$ cat src/rtl/lcm_pkg.sv
`default_nettype none
// ============================================================================
//  Module   : lcm_pkg
//  Brief    : Shared FAST-stream encodings and dispatcher FSM types.
//  Revision : 1.0  initial release
// ============================================================================
package lcm_pkg;

    localparam int DATA_W = 134;

    localparam logic [1:0] FR_HEAD = 2'b01;
    localparam logic [1:0] FR_BODY = 2'b11;
    localparam logic [1:0] FR_TAIL = 2'b10;

    localparam logic [2:0] BEACON_TYPE_DEF = 3'd5;

    typedef enum logic [2:0] {
        ST_IDLE   = 3'd0,
        ST_TO_LCM = 3'd1,
        ST_TO_BYP = 3'd2,
        ST_DROP   = 3'd3,
        ST_WAIT_V = 3'd4
    } state_t;

    typedef enum logic [1:0] {
        DST_NONE = 2'd0,
        DST_LCM  = 2'd1,
        DST_BYP  = 2'd2
    } dest_t;

    function automatic logic [1:0] frame_of(input logic [DATA_W-1:0] word);
        return word[DATA_W-1:DATA_W-2];
    endfunction

endpackage
`default_nettype wire

$ cat src/rtl/lcm_dispatch_out.sv
`default_nettype none
// ============================================================================
//  Module   : lcm_dispatch_out
//  Brief    : Registered output slice for one FAST stream (data/wr/valid).
//  Revision : 1.0  initial release
// ============================================================================
module lcm_dispatch_out
    import lcm_pkg::*;
(
    input  logic              clk,
    input  logic              rst_n,
    input  logic [DATA_W-1:0] data,
    input  logic              wr,
    input  logic              valid,
    input  logic              valid_wr,
    input  logic              force_invalid,
    output logic [DATA_W-1:0] out_data,
    output logic              out_wr,
    output logic              out_valid,
    output logic              out_valid_wr
);

    // Data holds its last written word; valid is only meaningful with valid_wr.
    always_ff @(posedge clk or negedge rst_n) begin
        if (!rst_n) begin
            out_data     <= '0;
            out_wr       <= 1'b0;
            out_valid    <= 1'b0;
            out_valid_wr <= 1'b0;
        end else begin
            out_wr       <= wr;
            out_valid_wr <= valid_wr;
            out_valid    <= valid_wr & valid & ~force_invalid;
            if (wr) begin
                out_data <= data;
            end
        end
    end

endmodule
`default_nettype wire

$ cat src/rtl/lcm_dispatch.sv
`default_nettype none
// ============================================================================
//  Module   : lcm_dispatch
//  Brief    : Splits the ingress FAST stream into beacon (lcm) and bypass
//             outputs at packet granularity. Define LCM_DISPATCH_CNT_EN to
//             add per-destination packet counters.
//  Revision : 1.0  initial release
// ============================================================================
module lcm_dispatch
    import lcm_pkg::*;
#(
    parameter int         TYPE_LSB    = 120,
    parameter logic [2:0] BEACON_TYPE = BEACON_TYPE_DEF,
    parameter int         MAX_WORDS   = 128
) (
    input  logic              clk,
    input  logic              rst_n,
    input  logic [DATA_W-1:0] in_data,
    input  logic              in_data_wr,
    input  logic              in_data_valid,
    input  logic              in_data_valid_wr,
    input  logic              lcm_ready,
    input  logic              byp_ready,
    output logic [DATA_W-1:0] out_lcm_data,
    output logic              out_lcm_data_wr,
    output logic              out_lcm_data_valid,
    output logic              out_lcm_data_valid_wr,
    output logic [DATA_W-1:0] out_byp_data,
    output logic              out_byp_data_wr,
    output logic              out_byp_data_valid,
    output logic              out_byp_data_valid_wr,
`ifdef LCM_DISPATCH_CNT_EN
    output logic [31:0]       lcm_pkt_cnt,
    output logic [31:0]       byp_pkt_cnt,
    output logic [31:0]       drop_pkt_cnt,
`endif
    output logic [15:0]       err_cnt
);

    localparam int CNT_W = $clog2(MAX_WORDS + 1);

    state_t           r_state, w_nxt_state;
    dest_t            r_dest, w_nxt_dest, w_new_dest;
    logic [CNT_W-1:0] r_wcnt, w_nxt_wcnt;
    logic             r_ovl, w_nxt_ovl;

    logic w_head, w_bt, w_tail, w_in_room;
    logic w_dispatch, w_abort, w_fwd_word, w_close, w_ovl_now, w_err, w_force;
    logic w_lcm_wr, w_lcm_vwr, w_lcm_valid;
    logic w_byp_wr, w_byp_vwr, w_byp_valid;

    assign w_head    = in_data_wr && (frame_of(in_data) == FR_HEAD);
    assign w_tail    = in_data_wr && (frame_of(in_data) == FR_TAIL);
    assign w_bt      = in_data_wr && ((frame_of(in_data) == FR_BODY) || w_tail);
    assign w_in_room = r_wcnt < CNT_W'(MAX_WORDS);

    // Readies are looked at only here, i.e. only on a head word.
    always_comb begin
        w_new_dest = DST_NONE;
        if (in_data[TYPE_LSB+2:TYPE_LSB] == BEACON_TYPE) begin
            if (lcm_ready) w_new_dest = DST_LCM;
        end else if (byp_ready) begin
            w_new_dest = DST_BYP;
        end
    end

    always_comb begin
        w_nxt_state = r_state;
        w_nxt_dest  = r_dest;
        w_nxt_wcnt  = r_wcnt;
        w_nxt_ovl   = r_ovl;
        w_dispatch  = 1'b0;
        w_abort     = 1'b0;
        w_fwd_word  = 1'b0;
        w_close     = 1'b0;
        w_ovl_now   = 1'b0;
        w_err       = 1'b0;
        case (r_state)
            ST_IDLE: begin
                if (w_head)    w_dispatch = 1'b1;
                else if (w_bt) w_err      = 1'b1;
            end
            ST_TO_LCM, ST_TO_BYP, ST_DROP: begin
                if (w_head) begin
                    w_abort    = 1'b1;
                    w_err      = 1'b1;
                    w_dispatch = 1'b1;
                end else if (w_bt) begin
                    if (w_in_room) begin
                        w_fwd_word = 1'b1;
                        w_nxt_wcnt = r_wcnt + 1'b1;
                    end else begin
                        w_ovl_now = 1'b1;
                        w_nxt_ovl = 1'b1;
                        w_err     = ~r_ovl;
                    end
                    if (w_tail) begin
                        if (in_data_valid_wr) begin
                            w_close     = 1'b1;
                            w_nxt_state = ST_IDLE;
                        end else begin
                            w_nxt_state = ST_WAIT_V;
                        end
                    end
                end
            end
            ST_WAIT_V: begin
                if (in_data_valid_wr) begin
                    w_close     = 1'b1;
                    w_nxt_state = ST_IDLE;
                end
                // A head with no closing strobe abandons the previous packet.
                if (w_head) begin
                    w_dispatch = 1'b1;
                    w_abort    = ~in_data_valid_wr;
                    w_err      = ~in_data_valid_wr;
                end else if (w_bt) begin
                    w_err = 1'b1;
                end
            end
            default: w_nxt_state = ST_IDLE;
        endcase

        if (w_dispatch) begin
            w_nxt_dest = w_new_dest;
            w_nxt_wcnt = CNT_W'(1);
            w_nxt_ovl  = 1'b0;
            case (w_new_dest)
                DST_LCM: w_nxt_state = ST_TO_LCM;
                DST_BYP: w_nxt_state = ST_TO_BYP;
                default: w_nxt_state = ST_DROP;
            endcase
        end
    end

    assign w_force = r_ovl | w_ovl_now;

    assign w_lcm_wr    = (w_fwd_word && r_dest == DST_LCM) || (w_dispatch && w_new_dest == DST_LCM);
    assign w_lcm_vwr   = (w_close || w_abort) && r_dest == DST_LCM;
    assign w_lcm_valid = w_close && in_data_valid;
    assign w_byp_wr    = (w_fwd_word && r_dest == DST_BYP) || (w_dispatch && w_new_dest == DST_BYP);
    assign w_byp_vwr   = (w_close || w_abort) && r_dest == DST_BYP;
    assign w_byp_valid = w_close && in_data_valid;

    always_ff @(posedge clk or negedge rst_n) begin
        if (!rst_n) begin
            r_state <= ST_IDLE;
            r_dest  <= DST_NONE;
            r_wcnt  <= '0;
            r_ovl   <= 1'b0;
            err_cnt <= '0;
        end else begin
            r_state <= w_nxt_state;
            r_dest  <= w_nxt_dest;
            r_wcnt  <= w_nxt_wcnt;
            r_ovl   <= w_nxt_ovl;
            if (w_err && err_cnt != 16'hFFFF) begin
                err_cnt <= err_cnt + 16'd1;
            end
        end
    end

`ifdef LCM_DISPATCH_CNT_EN
    always_ff @(posedge clk or negedge rst_n) begin
        if (!rst_n) begin
            lcm_pkt_cnt  <= '0;
            byp_pkt_cnt  <= '0;
            drop_pkt_cnt <= '0;
        end else begin
            if (w_lcm_vwr && w_lcm_valid && !w_force) lcm_pkt_cnt <= lcm_pkt_cnt + 32'd1;
            if (w_byp_vwr && w_byp_valid && !w_force) byp_pkt_cnt <= byp_pkt_cnt + 32'd1;
            if (w_dispatch && w_new_dest == DST_NONE) drop_pkt_cnt <= drop_pkt_cnt + 32'd1;
        end
    end
`endif

    lcm_dispatch_out u_out_lcm (
        .clk           (clk),
        .rst_n         (rst_n),
        .data          (in_data),
        .wr            (w_lcm_wr),
        .valid         (w_lcm_valid),
        .valid_wr      (w_lcm_vwr),
        .force_invalid (w_force),
        .out_data      (out_lcm_data),
        .out_wr        (out_lcm_data_wr),
        .out_valid     (out_lcm_data_valid),
        .out_valid_wr  (out_lcm_data_valid_wr)
    );

    lcm_dispatch_out u_out_byp (
        .clk           (clk),
        .rst_n         (rst_n),
        .data          (in_data),
        .wr            (w_byp_wr),
        .valid         (w_byp_valid),
        .valid_wr      (w_byp_vwr),
        .force_invalid (w_force),
        .out_data      (out_byp_data),
        .out_wr        (out_byp_data_wr),
        .out_valid     (out_byp_data_valid),
        .out_valid_wr  (out_byp_data_valid_wr)
    );

endmodule
`default_nettype wire
$ cat config.mk
export PLATFORM = sky130hd
export DESIGN_NAME = lcm_dispatch
export DESIGN_NICKNAME = d
export VERILOG_FILES = /design/src/rtl/lcm_pkg.sv /design/src/rtl/lcm_dispatch_out.sv /design/src/rtl/lcm_dispatch.sv
export SDC_FILE = /design/constraint.sdc
export NUM_CORES = 1
export LEC_CHECK = 0
export BUFFER_PORTS_ARGS = -buffer_cell sky130_fd_sc_hd__buf_4
export CAP_MARGIN = 20
export CORE_AREA = 2 2 167 169
export CTS_CLUSTER_SIZE = 12
export DETAILED_ROUTE_END_ITERATION = 10
export DIE_AREA = 0 0 169 171
export GPL_ROUTABILITY_DRIVEN = 0
export GPL_TIMING_DRIVEN = 0
export PLACE_DENSITY = 0.83
export SKIP_CTS_REPAIR_TIMING = 1
export SLEW_MARGIN = 10
export SYNTH_ARGS = -nofsm -noshare
export SYNTH_HDL_FRONTEND = slang
export SYNTH_SLANG_ARGS = --single-unit
$ cat constraint.sdc
create_clock -name clk -period 2.5 [get_ports clk]
set_clock_uncertainty 0.2 [all_clocks]
set_input_delay 0.5 -clock clk [delete_from_list [all_inputs] [get_ports clk]]
set_output_delay 0.5 -clock clk [all_outputs]
set_load 0.02 [all_outputs]
==> out/qor_table.md <==
| Metric | Reported | Unit |
| --- | --- | --- |
| Routed wire per std cell | 20.0 | µm |
| CP Class | reg -> reg | - |
| Leakage | 8.77 | nW |
| Largest stage delay on the critical path | 360 | ps |
| Starting utilization of the core area | 42.7 | % |
| Area growth from synthesis to layout | 52.6 | % |
| Primary flip-flop cell chosen by synthesis mapping | sky130_fd_sc_hd__dfrtp_1 | - |
| Req. time, crit path | 2720 | ps |
| Global routing usage on met2 | 37.0 | % |
| Clock transition time at the flip-flop clock pins of the worst setup and hold paths | 60 | ps |
| Result of the run | finished, final reports clean | - |
| Mux cell area share after synthesis | 26.2 | % |
| Total inserted antenna cells | 0 | - |
| Number of max-slew violations in the final report | 0 | - |
| Warnings from Yosys | 0 | - |
| Simple-Gate Fraction of Synth Area | 3.58 | % |
| Maximum frequency from static timing analysis | 411 | MHz |
| Count of antenna-violating nets left after detailed routing | 0 | - |
| Share of cells above drive strength 1 | 53.9 | % |
| Dominant combinational cell family by area after synthesis | multiplexers | - |
| Part of the Yosys area used for sequential elements | 65.3 | % |
| Hold violation count in the final report | 0 | - |
| Die boundary width | 169 | µm |
| H-Tree Depth | 1 | - |
| Vias per Instance | 5.04 | - |
| Top library cells by usage in the layout, fill and taps aside | sky130_fd_sc_hd__buf_4, sky130_fd_sc_hd__dfrtp_1, sky130_fd_sc_hd__mux2_2 | - |
| Synth Area in Compound Gates | 1.40 | % |
| Async SR Flop Fraction | 100 | % |
| Final-layout fill cell count | 1,866 | - |
| TritonCTS clock tree | done | - |
| Gr ovfl total | 0 | - |
| Number of global-route vias before repair | 8,218 | - |
| Nets@finish | 1,482 | - |
| Most frequent standard cell in the layout excluding fill and tap cells | sky130_fd_sc_hd__buf_4 | - |
| Total of endpoints with negative setup slack in the final report | 0 | - |
| Synthesized flop and latch total | 304 | - |
| Dpl hpwl | 23,300 | µm |
| Hold slack final | 29.3 | ps |
| DRC marker count from the first detailed-route iteration | 397 | - |
| Std-Cell Rows | 61 | - |
| Number of nets in the synthesized netlist | 879 | - |
| Number of top-level design ports | 431 | - |
| Die area | 0.0289 | mm² |
| Synthesized area divided by synthesized cell count | 15.8 | µm² |
| First-pass iteration count of the detailed router | 4 | - |
| Placed instance count | 1,514 | - |
| Sink count of the clock tree | 304 | - |
| Data arrival at the endpoint of the critical path | 2660 | ps |
| Die span in y | 171 | µm |
| Worst-Margin Slew | 751 | ps |
| First-pass GRT wire length | 46,100 | µm |
| Worst IR drop on VDD | 0.731 | mV |
| Number of maximum-capacitance constraint violations | 0 | - |
| Endpoint kind of the worst setup timing path | flop | - |
| Overall track demand over capacity in global routing | 20.4 | % |
| Cell count after synthesis | 736 | - |
| Kind of start point of the critical path | flop | - |
| Chain of cells forming the critical path | clkbuf_2 > o21bai_1 > nor3_2 > nand2_1 > o21ai_4 > buf_4 > buf_4 > mux2_2 | - |
| Clock root buffer master | sky130_fd_sc_hd__clkbuf_16 | - |
| Xor/xnor share of the synthesized area | 1.35 | % |
| Layer with the highest usage | met2 | - |
| Number of distinct standard cells referenced by the synthesized netlist | 44 | - |
| Via count of the routed design | 8,590 | - |
| Combined area of all synthesized cells | 0.0117 | mm² |
| Critical Path Most Common Cell | sky130_fd_sc_hd__buf_4 | - |
| Tightest Hold Check Type | in -> reg | - |
| Remaining routing DRC violations | 0 | - |
| Critical-path maximum fanout | 10 | - |
| Global Route met1 Usage | 23.6 | % |
| Final min period | 2430 | ps |
| Slowest-stage cell, CP | sky130_fd_sc_hd__mux2_2 | - |
| Buffers & Inverters on Critical Path | 3 | - |
| Maximum number of pins on one net before global-route repair | 114 | - |
| EDFF count, synth | 0 | - |
| Total wirelength of the detailed-routed design | 34,100 | µm |
| Core region area | 0.0273 | mm² |
| Number of cells in the finished layout apart from fillers | 1,703 | - |
| Antenna violations before repair | 0 | - |
| Post-route clock period utilization | 97.3 | % |
| Clock network latency to the later pin of the worst-skew pair | 540 | ps |
| Number of port buffers | 429 | - |
| Inserted Clock Buffers | 31 | - |
| Pwr/cell area | 1050 | mW/mm² |
| Family with the most delay on the worst path | buffers and inverters | - |
| Adder-cell share of the synthesized area | 0.215 | % |
| Worst-case headroom to the max-slew limit | 49.9 | % |
| Global-route track usage on met3 | 5.62 | % |
| Max Root-Sink Buffers | 3 | - |
cells by family after synthesis:
kind of cell    after synthesis
xor+xnor                     18
fa+ha+maj                     2
simple gates                 80
flops                       304
mux                         271
buf+inv                      37
compound gates               24
path summary, 6_finish.rpt:
kind                            cells after the start                                   to                         startpoint  slack [ps]
worst max-delay path                                8   u_out_byp.out_data[73]$_DFFE_PN0P_             r_state[2]$_DFFE_PN0P_          70
worst min-delay path                                2  u_out_lcm.out_data[122]$_DFFE_PN0P_                       in_data[122]          30
worst max register to register                      8   u_out_byp.out_data[73]$_DFFE_PN0P_             r_state[2]$_DFFE_PN0P_          70
worst min register to register                      1    u_out_byp.out_data[1]$_DFFE_PN0P_  u_out_byp.out_data[1]$_DFFE_PN0P_         290
max in group asynchronous                           4   u_out_lcm.out_data[23]$_DFFE_PN0P_                              rst_n         830
min in group asynchronous                           2  u_out_byp.out_data[115]$_DFFE_PN0P_                              rst_n         180
Yosys cell counts, types with 2 or more instances:
cell	number	share of area (%)
sky130_fd_sc_hd__or4b_1	2	0.17
sky130_fd_sc_hd__buf_4	6	0.39
sky130_fd_sc_hd__nand3_1	7	0.30
sky130_fd_sc_hd__mux2_1	60	5.8
sky130_fd_sc_hd__buf_6	7	0.68
sky130_fd_sc_hd__nand3b_1	2	0.13
sky130_fd_sc_hd__a21oi_1	6	0.26
sky130_fd_sc_hd__nand2_1	16	0.52
sky130_fd_sc_hd__nand2b_1	2	0.11
sky130_fd_sc_hd__xor2_1	13	0.98
sky130_fd_sc_hd__nand4_1	6	0.32
sky130_fd_sc_hd__nor3_1	4	0.17
sky130_fd_sc_hd__xnor2_1	5	0.38
sky130_fd_sc_hd__buf_2	17	0.73
sky130_fd_sc_hd__nor3_2	2	0.17
sky130_fd_sc_hd__nor2b_1	5	0.27
sky130_fd_sc_hd__nor2_1	22	0.71
sky130_fd_sc_hd__inv_1	5	0.16
sky130_fd_sc_hd__mux2_2	210	20
sky130_fd_sc_hd__and3_1	2	0.11
sky130_fd_sc_hd__ha_1	2	0.21
sky130_fd_sc_hd__a22o_1	3	0.23
sky130_fd_sc_hd__dfrtp_1	304	65
sky130_fd_sc_hd__and2_1	3	0.16
sky130_fd_sc_hd__o21ai_0	6	0.26
power breakdown:
part           internal [W]  switching (W)
registers           0.00647       0.000941
logic               0.00326        0.00358
clock network       0.00259        0.00183
state kept, by name, summed over array words and instances, names as in the netlist:
register and count:
u_out_byp.out_data 134, u_out_byp.out_valid 1, u_out_byp.out_wr 1, r_wcnt 8, r_dest 2, u_out_lcm.out_valid_wr 1, r_state 3, r_ovl 1
err_cnt 16, u_out_lcm.out_data 134, u_out_byp.out_valid_wr 1, u_out_lcm.out_wr 1, u_out_lcm.out_valid 1
per-stage QoR:
step                      power, W  setup TNS, ps  utilization, %  area (µm²)  worst slack, ps
after global routing        0.0195           -693            65.1       17800            -40.5
final                       0.0187              0            65.1       17800             67.3
after detailed placement    0.0141         -82330            56.4       15400             -474
after global placement      0.0138        -651950            56.0       15300            -1900
after CTS                   0.0185         -44210            59.9       16400             -382
after floorplan             0.0106              0               -       11700             83.0
routing by layer:
metal	share of wire [%]	vias up
li1	-	3797
met1	37	4363
met2	52	354
met3	7.2	76
met4	3.2	0
met5	0	-
worst reg2reg max path, cell delays in order, from the launching register on:
cell and delay, ps:
sky130_fd_sc_hd__dfrtp_1 350, sky130_fd_sc_hd__clkbuf_2 150, sky130_fd_sc_hd__o21bai_1 240, sky130_fd_sc_hd__nor3_2 280, sky130_fd_sc_hd__nand2_1 160, sky130_fd_sc_hd__o21ai_4 140
sky130_fd_sc_hd__buf_4 210, sky130_fd_sc_hd__buf_4 220, sky130_fd_sc_hd__mux2_2 360
layout make-up:
class                   instances  area [µm²]  share of cell area [%]
multi-input cells             395        3840                    21.6
flip-flops and latches        304        7610                    42.8
inverters                       5        18.8                   0.105
clock buffers                  48         920                    5.17
clock inverters                 3        43.8                   0.246
plain buffers                  32         239                    1.34
repair buffers                570        4690                    26.4
well taps                     346         433                    2.43
(Power assumes the default switching activity.)
